[src/rtl/rf_pkg.sv]
// rtl/rf_pkg.sv - shared defaults, array type and write-port selection for the register file
// Purpose : default widths, the default register array type, and the port-B-over-A
//           write selection used by the array, the read ports and the debug mirror.
// Ports   : none (package)
package rf_pkg;

  localparam int DATA_W_DEF = 16;
  localparam int ADDR_W_DEF = 3;

  typedef logic [DATA_W_DEF-1:0] regs_t [2**ADDR_W_DEF];

  typedef enum logic [1:0] {
    SEL_ARR = 2'd0,
    SEL_A   = 2'd1,
    SEL_B   = 2'd2
  } sel_t;

  // Port B (memory write-back) is the younger producer, so it wins a collision.
  function automatic sel_t rf_sel(input logic a_hit, input logic b_hit);
    if (b_hit) return SEL_B;
    if (a_hit) return SEL_A;
    return SEL_ARR;
  endfunction

endpackage

[src/rtl/rf_read_port.sv]
// rtl/rf_read_port.sv - one registered read port with write-first bypass and zero-reg mask
// Purpose : selects array data or same-cycle write data for one address and registers it,
//           together with the already-updated busy bit of that address.
// Ports   : i_clk, i_reset        clock, synchronous active-high reset
//           i_addr                read address
//           i_arr_data            array content at i_addr
//           i_busy_nxt            next-state busy bit at i_addr
//           i_wa_*/i_wb_*         write ports (enables already zero-reg qualified)
//           o_data, o_busy        registered read data and busy flag
module rf_read_port
  import rf_pkg::*;
#(
  parameter int DATA_W   = DATA_W_DEF,
  parameter int ADDR_W   = ADDR_W_DEF,
  parameter int ZERO_REG = 1
) (
  input  logic              i_clk,
  input  logic              i_reset,
  input  logic [ADDR_W-1:0] i_addr,
  input  logic [DATA_W-1:0] i_arr_data,
  input  logic              i_busy_nxt,
  input  logic              i_wa_en,
  input  logic [ADDR_W-1:0] i_wa_addr,
  input  logic [DATA_W-1:0] i_wa_data,
  input  logic              i_wb_en,
  input  logic [ADDR_W-1:0] i_wb_addr,
  input  logic [DATA_W-1:0] i_wb_data,
  output logic [DATA_W-1:0] o_data,
  output logic              o_busy
);

  logic [DATA_W-1:0] r_data;
  logic [DATA_W-1:0] w_data;
  logic              r_busy;
  logic              w_busy;
  logic              w_zero;

  assign w_zero = (ZERO_REG != 0) && (i_addr == '0);

  always_comb begin
    w_data = i_arr_data;
    case (rf_sel(i_wa_en && (i_wa_addr == i_addr), i_wb_en && (i_wb_addr == i_addr)))
      SEL_A:   w_data = i_wa_data;
      SEL_B:   w_data = i_wb_data;
      default: w_data = i_arr_data;
    endcase
    // Hardwired zero register masks even a bypassed value.
    if (w_zero) w_data = '0;
  end

  assign w_busy = i_busy_nxt && !w_zero;

  always_ff @(posedge i_clk) begin
    if (i_reset) begin
      r_data <= '0;
      r_busy <= 1'b0;
    end else begin
      r_data <= w_data;
      r_busy <= w_busy;
    end
  end

  assign o_data = r_data;
  assign o_busy = r_busy;

endmodule

[src/rtl/reg_file_scoreboard.sv]
// rtl/reg_file_scoreboard.sv - register file with two write ports, bypass and busy scoreboard
// Purpose : decode-stage register file: NUM_RD registered read ports, write ports A/B
//           (B wins collisions), write-first bypass, per-register busy scoreboard and a
//           registered mirror of register DBG_REG.
// Ports   : i_clk, i_reset                 clock, synchronous active-high reset
//           i_rd_addr / o_rd_data          packed read addresses / registered read data
//           o_rd_busy                      registered next-state busy of each read address
//           i_wa_en/i_wa_addr/i_wa_data    write port A (ALU write-back)
//           i_wb_en/i_wb_addr/i_wb_data    write port B (memory write-back)
//           i_rsv_en/i_rsv_addr            destination reservation at issue
//           o_dbg_q                        registered copy of register DBG_REG
module reg_file_scoreboard
  import rf_pkg::*;
#(
  parameter int DATA_W   = DATA_W_DEF,
  parameter int ADDR_W   = ADDR_W_DEF,
  parameter int NUM_RD   = 2,
  parameter int ZERO_REG = 1,
  parameter int DBG_REG  = 7
) (
  input  logic                     i_clk,
  input  logic                     i_reset,
  input  logic [NUM_RD*ADDR_W-1:0] i_rd_addr,
  output logic [NUM_RD*DATA_W-1:0] o_rd_data,
  output logic [NUM_RD-1:0]        o_rd_busy,
  input  logic                     i_wa_en,
  input  logic [ADDR_W-1:0]        i_wa_addr,
  input  logic [DATA_W-1:0]        i_wa_data,
  input  logic                     i_wb_en,
  input  logic [ADDR_W-1:0]        i_wb_addr,
  input  logic [DATA_W-1:0]        i_wb_data,
  input  logic                     i_rsv_en,
  input  logic [ADDR_W-1:0]        i_rsv_addr,
  output logic [DATA_W-1:0]        o_dbg_q
);

  localparam int                DEPTH    = 2**ADDR_W;
  localparam logic [ADDR_W-1:0] DBG_ADDR = ADDR_W'(DBG_REG);

  logic [DATA_W-1:0] r_regs [DEPTH];
  logic [DEPTH-1:0]  r_busy;
  logic [DEPTH-1:0]  w_busy_nxt;
  logic [DATA_W-1:0] r_dbg_q;
  logic [DATA_W-1:0] w_dbg_d;
  logic              w_wa_ok;
  logic              w_wb_ok;
  logic              w_rsv_ok;

  // Accesses to a hardwired zero register are dropped at the source, so neither the
  // array nor the scoreboard nor any bypass path ever sees them.
  assign w_wa_ok  = i_wa_en  && !((ZERO_REG != 0) && (i_wa_addr  == '0));
  assign w_wb_ok  = i_wb_en  && !((ZERO_REG != 0) && (i_wb_addr  == '0));
  assign w_rsv_ok = i_rsv_en && !((ZERO_REG != 0) && (i_rsv_addr == '0));

  // Clear on write first, then set on reserve: a same-cycle reservation belongs to a
  // newer producer and must leave the register busy.
  always_comb begin
    w_busy_nxt = r_busy;
    for (int r = 0; r < DEPTH; r++) begin
      if ((w_wa_ok && (i_wa_addr == ADDR_W'(r))) || (w_wb_ok && (i_wb_addr == ADDR_W'(r))))
        w_busy_nxt[r] = 1'b0;
      if (w_rsv_ok && (i_rsv_addr == ADDR_W'(r)))
        w_busy_nxt[r] = 1'b1;
    end
  end

  always_comb begin
    w_dbg_d = r_regs[DBG_ADDR];
    case (rf_sel(w_wa_ok && (i_wa_addr == DBG_ADDR), w_wb_ok && (i_wb_addr == DBG_ADDR)))
      SEL_A:   w_dbg_d = i_wa_data;
      SEL_B:   w_dbg_d = i_wb_data;
      default: w_dbg_d = r_regs[DBG_ADDR];
    endcase
    if ((ZERO_REG != 0) && (DBG_ADDR == '0)) w_dbg_d = '0;
  end

  always_ff @(posedge i_clk) begin
    if (i_reset) begin
      for (int r = 0; r < DEPTH; r++) r_regs[r] <= '0;
      r_busy  <= '0;
      r_dbg_q <= '0;
    end else begin
      for (int r = 0; r < DEPTH; r++) begin
        case (rf_sel(w_wa_ok && (i_wa_addr == ADDR_W'(r)), w_wb_ok && (i_wb_addr == ADDR_W'(r))))
          SEL_A:   r_regs[r] <= i_wa_data;
          SEL_B:   r_regs[r] <= i_wb_data;
          default: ;
        endcase
      end
      r_busy  <= w_busy_nxt;
      r_dbg_q <= w_dbg_d;
    end
  end

  assign o_dbg_q = r_dbg_q;

  for (genvar g = 0; g < NUM_RD; g++) begin : g_rd
    logic [ADDR_W-1:0] w_addr;
    assign w_addr = i_rd_addr[g*ADDR_W +: ADDR_W];

    rf_read_port #(
      .DATA_W   (DATA_W),
      .ADDR_W   (ADDR_W),
      .ZERO_REG (ZERO_REG)
    ) u_rd (
      .i_clk      (i_clk),
      .i_reset    (i_reset),
      .i_addr     (w_addr),
      .i_arr_data (r_regs[w_addr]),
      .i_busy_nxt (w_busy_nxt[w_addr]),
      .i_wa_en    (w_wa_ok),
      .i_wa_addr  (i_wa_addr),
      .i_wa_data  (i_wa_data),
      .i_wb_en    (w_wb_ok),
      .i_wb_addr  (i_wb_addr),
      .i_wb_data  (i_wb_data),
      .o_data     (o_rd_data[g*DATA_W +: DATA_W]),
      .o_busy     (o_rd_busy[g])
    );
  end

endmodule

[config.mk]
export PLATFORM = sky130hd
export DESIGN_NAME = reg_file_scoreboard
export DESIGN_NICKNAME = d
export VERILOG_FILES = /design/src/rtl/rf_pkg.sv /design/src/rtl/rf_read_port.sv /design/src/rtl/reg_file_scoreboard.sv
export SDC_FILE = /design/constraint.sdc
export NUM_CORES = 1
export LEC_CHECK = 0
export ABC_AREA = 1
export BUFFER_PORTS_ARGS = -buffer_cell sky130_fd_sc_hd__buf_2
export CAP_MARGIN = 20
export CELL_PAD_IN_SITES_DETAIL_PLACEMENT = 1
export CELL_PAD_IN_SITES_GLOBAL_PLACEMENT = 1
export CORE_ASPECT_RATIO = 0.7
export CORE_MARGIN = 2
export CORE_UTILIZATION = 40
export CTS_BUF_LIST = sky130_fd_sc_hd__clkbuf_8 sky130_fd_sc_hd__clkbuf_16
export DETAILED_ROUTE_END_ITERATION = 10
export PLACE_DENSITY_LB_ADDON = 0.1
export REMOVE_ABC_BUFFERS = 1
export SLEW_MARGIN = 10
export SYNTH_ARGS = -nofsm -noshare
export SYNTH_HDL_FRONTEND = slang
export SYNTH_SLANG_ARGS = --single-unit
[constraint.sdc]
create_clock -name i_clk -period 1.75 [get_ports i_clk]
set_input_delay 0.0875 -clock i_clk [delete_from_list [all_inputs] [get_ports i_clk]]
set_output_delay 0.0875 -clock i_clk [all_outputs]
set_load 0.005 [all_outputs]
# Word level (Yosys, flattened, before mapping)
# Memory sizes are Yosys's and may differ from the RTL's. A register that Yosys moved wholly into a read port is not among the register bits.
# Index checks and enable logic that the tools add are counted.
# totals
mem_count	1
ramBits	128
word_cells	304
output_inout_bits	50
regBits	42
# classes
n_reduce_logical	53
bitwise	16
n_mux	182
eq_ne	45
magnitude_cmp	2
# mem_list
memory	words	word_bits	rd	rd_clocked_by_memory_dff	wr	line	text
r_regs	8	16	3	1	8	reg_file_scoreboard.sv:40	logic [DATA_W-1:0] r_regs [DEPTH];
# op_table
op	n
16-bit 2-to-1 mux	16
1-bit 2-to-1 mux	114
2-bit 2-to-1 mux	48
16-bit one-hot mux with 2 select lines	2
3-bit == test (second input constant)	12
1-bit logical AND	33
2-bit by 1-bit == test with 1-bit output (second input constant)	10
2-bit == test (second input constant)	10
3-bit by 2-bit == test with 1-bit output (second input constant)	6
1-bit OR	16
3-bit zero test	5
3-bit == test	4
3-bit by 1-bit == test with 1-bit output (second input constant)	3
1-bit logical OR	8
3-bit by 4-bit < comparator with 1-bit output (second input constant)	2
1-bit binary-select mux with 3-bit select	2
1-bit zero test	5
2-bit OR reduction	2

# Depth between registers and ports, before layout
# depth
ltp_word	17
ltp_mapped	12
mapped_depth_nobuf	11

# Cells and area by module
# Synthesis repeated with hierarchy kept, for this count alone.
# hier_totals
cells_unflattened	1396
area_unflattened_um2	10660.2
# modules_own_cells
module	area_per_inst_um2	n_inst	seq_area_each_um2	cells_per_inst
reg_file_scoreboard	8545.7	1	4164.0	1064
rf_read_port	1057.3	2	340.3	166

# Least setup slack after synthesis
# Ideal clock, no wire load.
# synth_path
kind	input-to-reg
start	in i_wb_addr[1]
end	mem r_regs[3][0] in the netlist's numbering, enable pin
slack_ns	0.062
n_path_buf	2
arrival_time_ns	1.323
t_required_ns	1.385
path_stages	8
cell_sequence	buf_2 > nand2_1 > inv_2 > nand2_1 > nand2_1 > nand2_1 > clkbuf_1 > nand2_1
# synth_rtl
element	line	text
start: declaration	reg_file_scoreboard.sv:30	input logic [ADDR_W-1:0] i_wb_addr,
end: declaration	reg_file_scoreboard.sv:40	

# Worst setup path after layout
# layout_path
start	in i_rd_addr[2]
end	reg g_rd[0].u_rd.r_data[11]
# layout_between
elab_chain_len	8
word_cells_on_any_way	16
# layout_rtl
element	line	text
start: declaration	reg_file_scoreboard.sv:23	input logic [NUM_RD*ADDR_W-1:0] i_rd_addr,
3-bit == test	rf_read_port.sv:42	case (rf_sel(i_wa_en && (i_wa_addr == i_addr), i_wb_en && (i_wb_addr == i_addr)))
1-bit logical AND	rf_read_port.sv:42	
1-bit 2-to-1 mux (2 in a row)	rf_pkg.sv:21	if (a_hit) return SEL_A;
2-bit 2-to-1 mux	rf_pkg.sv:22	return SEL_ARR;
2-bit 2-to-1 mux	rf_pkg.sv:21	
2-bit == test or 2-bit by 1-bit == test with 1-bit output (tied branches)	rf_read_port.sv:42	
16-bit one-hot mux with 2 select lines	rf_read_port.sv:42	
end signal: assignment	rf_read_port.sv:58	r_data <= w_data;
end: declaration	rf_read_port.sv:32	logic [DATA_W-1:0] r_data;
# Parallel ways exist; a longest one is shown, timed or not. The select of a mux whose other input is x is not followed.
# A chain may end at the register's enable or synchronous reset.

==> flow_summary.rst <==
.. list-table::
   :header-rows: 1

   * - Metric
     - Value
   * - Result of the run
     - finished, final reports clean
   * - Most common cell after layout, fill and taps aside
     - o21ai_0
   * - Clock buffers created by TritonCTS
     - 17
   * - Post-detailed-route DRC marker count
     - 0
   * - Unrepaired setup endpoints after global routing
     - no
   * - Final clock skew
     - 0.009681 ns
   * - Pin count of the biggest net entering global routing
     - 53
   * - Power consumption
     - 11.17 mW
   * - Num rows
     - 49
   * - Post-synth EDFFs
     - 112
   * - Synthesized cell area
     - 10280 um^2
   * - Wire length of the first global-routing pass
     - 67.29 mm
   * - Global-route layer with the greatest usage
     - met2
   * - Sequential share of the synthesized area
     - 0.4713
   * - CTS tree
     - built
   * - Maximum clock rate
     - 0.7606 GHz
   * - Critical path's slowest cell
     - buf_2
   * - Routed wire length
     - 45.26 mm
   * - Buffer depth of the longest clock path
     - 2
   * - Part of the total power dissipated in the clock network
     - 0.364
   * - Peak per-stage delay on the critical path
     - 0.33 ns
   * - Met2 track demand over resource in global routing
     - 0.5154
   * - Worst hold margin
     - 0.02341 ns
   * - Power density of the placed cells
     - 905.7 nW/um^2
   * - Startpoint Class
     - input port
   * - Total routing usage reported by global routing
     - 0.3342
   * - FILL cells
     - 3170
   * - Io pins
     - 102
   * - Clk_lat worst skew
     - 0.45 ns
   * - Final-report max-slew violation count
     - 0
   * - Endpoints failing setup
     - 0
   * - Placed wire-length estimate
     - 30.11 mm
   * - Post-synth ARST share
     - 0
   * - Accumulated negative setup slack
     - 0 ns
   * - Count of H-tree levels built during CTS
     - 4
   * - Cell-by-cell listing of the critical path
     - buf_2 > xnor2_1 > nand3_1 > nor2_4 > buf_4 > nand3_1 > nand2_1 > nor2_1 > nor2_1
   * - Final hold viol count
     - 0
   * - Syn Area/Cell
     - 7.694 um^2
   * - Via count of the first global-routing pass
     - 10.96k
   * - Setup fix buffers added after clock tree synthesis
     - 0
   * - Seq cells post-synth
     - 186
   * - Gate count of the mapped netlist
     - 1336
   * - Share of total power in combinational logic
     - 0.176
   * - Clock-pin slew on the worst setup and hold paths
     - 0.08 ns
   * - Met1 usage in global routing
     - 0.4640
   * - Number of optimization iterations in the first detailed-route pass
     - 6
   * - Layout overhead on the synthesized area
     - 19.94%
   * - Leading cell types in the layout, fill and taps excluded
     - o21ai_0, nand2_1, nor2_1
   * - Maximum vdd drop
     - 0.7179 mV
   * - Core outline area
     - 25440 um^2
   * - Predominant post-synthesis flop cell
     - edfxtp_1
   * - CP Max Fanout
     - 11
   * - Chip Width
     - 195.6 um
   * - Class of the most critical setup path
     - input port to flop
   * - Initial drt markers
     - 1240
   * - Required time at the worst-slack endpoint
     - 2.09 ns
   * - Global route overflow
     - 0
   * - Number of buffers inserted for hold repair after clock tree synthesis
     - 0
   * - Number of distinct standard cells referenced by the synthesized netlist
     - 36
   * - Routability Congestion
     - 0.9156
   * - Number of cells upsized or downsized after cts
     - 0
   * - Setup slack on the worst flop-to-flop path
     - 0.48 ns
   * - Total Die Area
     - 27010 um^2
   * - Endpoint kind of the worst setup timing path
     - flop
   * - Initial antenna violation count
     - 0
   * - Clock period minus worst slack
     - 1.315 ns
   * - Number of nets in the layout
     - 1512
   * - Remaining antenna violation count after routing
     - 0
   * - Number of clock sinks
     - 186
   * - Total of buffers placed on input and output ports
     - 101
   * - Yosys warning total
     - 0
   * - Internal power
     - 7.808 mW
   * - Max-cap violation count
     - 0
   * - Ratio of cells with drive above 1 in the final layout
     - 0.1650
   * - Switching component of the power
     - 3.358 mW
   * - Total vias in the final route
     - 10.87k
   * - Register share of total power
     - 0.460
   * - Final cycle utilization of the critical path
     - 0.7513
   * - Leakage power total
     - 5.248 nW
   * - Worst Path Arrival
     - 1.65 ns
   * - Switching power share of the total
     - 0.3007
   * - Met3 GRT Util
     - 0.08417
   * - Vias per cell
     - 6.023
   * - Starting Density
     - 0.4040
   * - Hold WC Path Type
     - input port to flop
   * - Routed wirelength normalized by instance count
     - 25.08 um
   * - Clock Tree Root
     - clkbuf_16
   * - Vertical die dimension
     - 138.1 um
==> cell usage after synthesis (7+ instances only) <==
cell | n | area, um^2
o21ai_0 | 232 | 1161
nand2_1 | 201 | 754.5
dfxtp_1 | 74 | 1481
nor2_2 | 7 | 43.79
nand3_1 | 77 | 385.4
clkbuf_1 | 43 | 161.4
o221ai_1 | 11 | 96.34
buf_2 | 33 | 165.2
buf_4 | 11 | 82.58
o22ai_1 | 18 | 112.6
nor2_1 | 175 | 656.9
edfxtp_1 | 112 | 3363
nand4_1 | 11 | 68.82
inv_1 | 86 | 322.8
a211oi_1 | 16 | 120.1
a21oi_1 | 152 | 760.7
o21ai_1 | 30 | 150.1
==> path summary, 6_finish.rpt <==
check / from / end / cells after the start
max: i_rd_addr[2] / g_rd[0].u_rd.o_data[11] / 9
min: i_rsv_addr[2] / r_busy[7] / 3
max reg2reg: r_regs[1][10] / g_rd[1].u_rd.o_data[10] / 8
min reg2reg: r_busy[0] / r_busy[0] / 2
==> per-stage QoR <==
stage | std cells | worst slack (ns) | util | cell area (um^2)
after floorplan | 1256 | 0.06704 | - | 9848
after global placement | 1772 | 0.1063 | 0.4609 | 11730
after detailed placement | 1772 | 0.05297 | 0.4609 | 11730
after CTS | 1804 | 0.4986 | 0.4844 | 12330
after global routing | 1804 | 0.3530 | 0.4844 | 12330
final | 1805 | 0.4352 | 0.4845 | 12330
==> power by group through the flow <==
stage          clock network [mW]  logic [mW]  registers [mW]
4_1_cts                      4.10        1.92            5.13
2_1_floorplan                   0       0.849            5.19
3_3_place_gp                    0        1.86            5.22
6_report                     4.07        1.96            5.14
5_1_grt                      4.25        2.12            5.17
3_5_place_dp                    0        1.90            5.22
==> area by class of cell <==
cell class	count	area, um^2	area share
clock inverter	12	110.1	0.008931
timing repair buffer	185	1461	0.1185
sequential	186	4845	0.3930
clock buffer	20	489.2	0.03968
tap	331	414.1	0.03359
multi-input combinational	973	4637	0.3761
inverter	97	369.1	0.02994
antenna	1	2.502	0.0002030
==> layer usage <==
| layer | part of all wire | vias up |
|---|---|---|
| met2 | 0.44 | 599 |
| met1 | 0.43 | 5371 |
| met5 | 0 | - |
| li1 | - | 4823 |
| met4 | 0.024 | 0 |
| met3 | 0.11 | 79 |
==> sequential cells by signal, indices dropped and copies added, names as in the netlist <==
name	cells
r_busy	8
o_dbg_q	16
g_rd.u_rd.o_busy	2
g_rd.u_rd.o_data	32
r_regs	128
==> critical path: cells and delay by family <==
kind,cells,cell delay (ns)
xor gates and xnor gates,1,0.17
buffers and inverters,2,0.55
and+or+nand+nor,6,0.83
==> cell families after synthesis <==
logic type | Yosys count | synth area share
simple gates | 481 | 0.1960
compound gates | 464 | 0.2388
buf+inv | 192 | 0.08326
flops | 186 | 0.4713
xor+xnor | 12 | 0.01023
other cells | 1 | 0.0003648
Note: power is estimated with default switching activity, not from simulation.
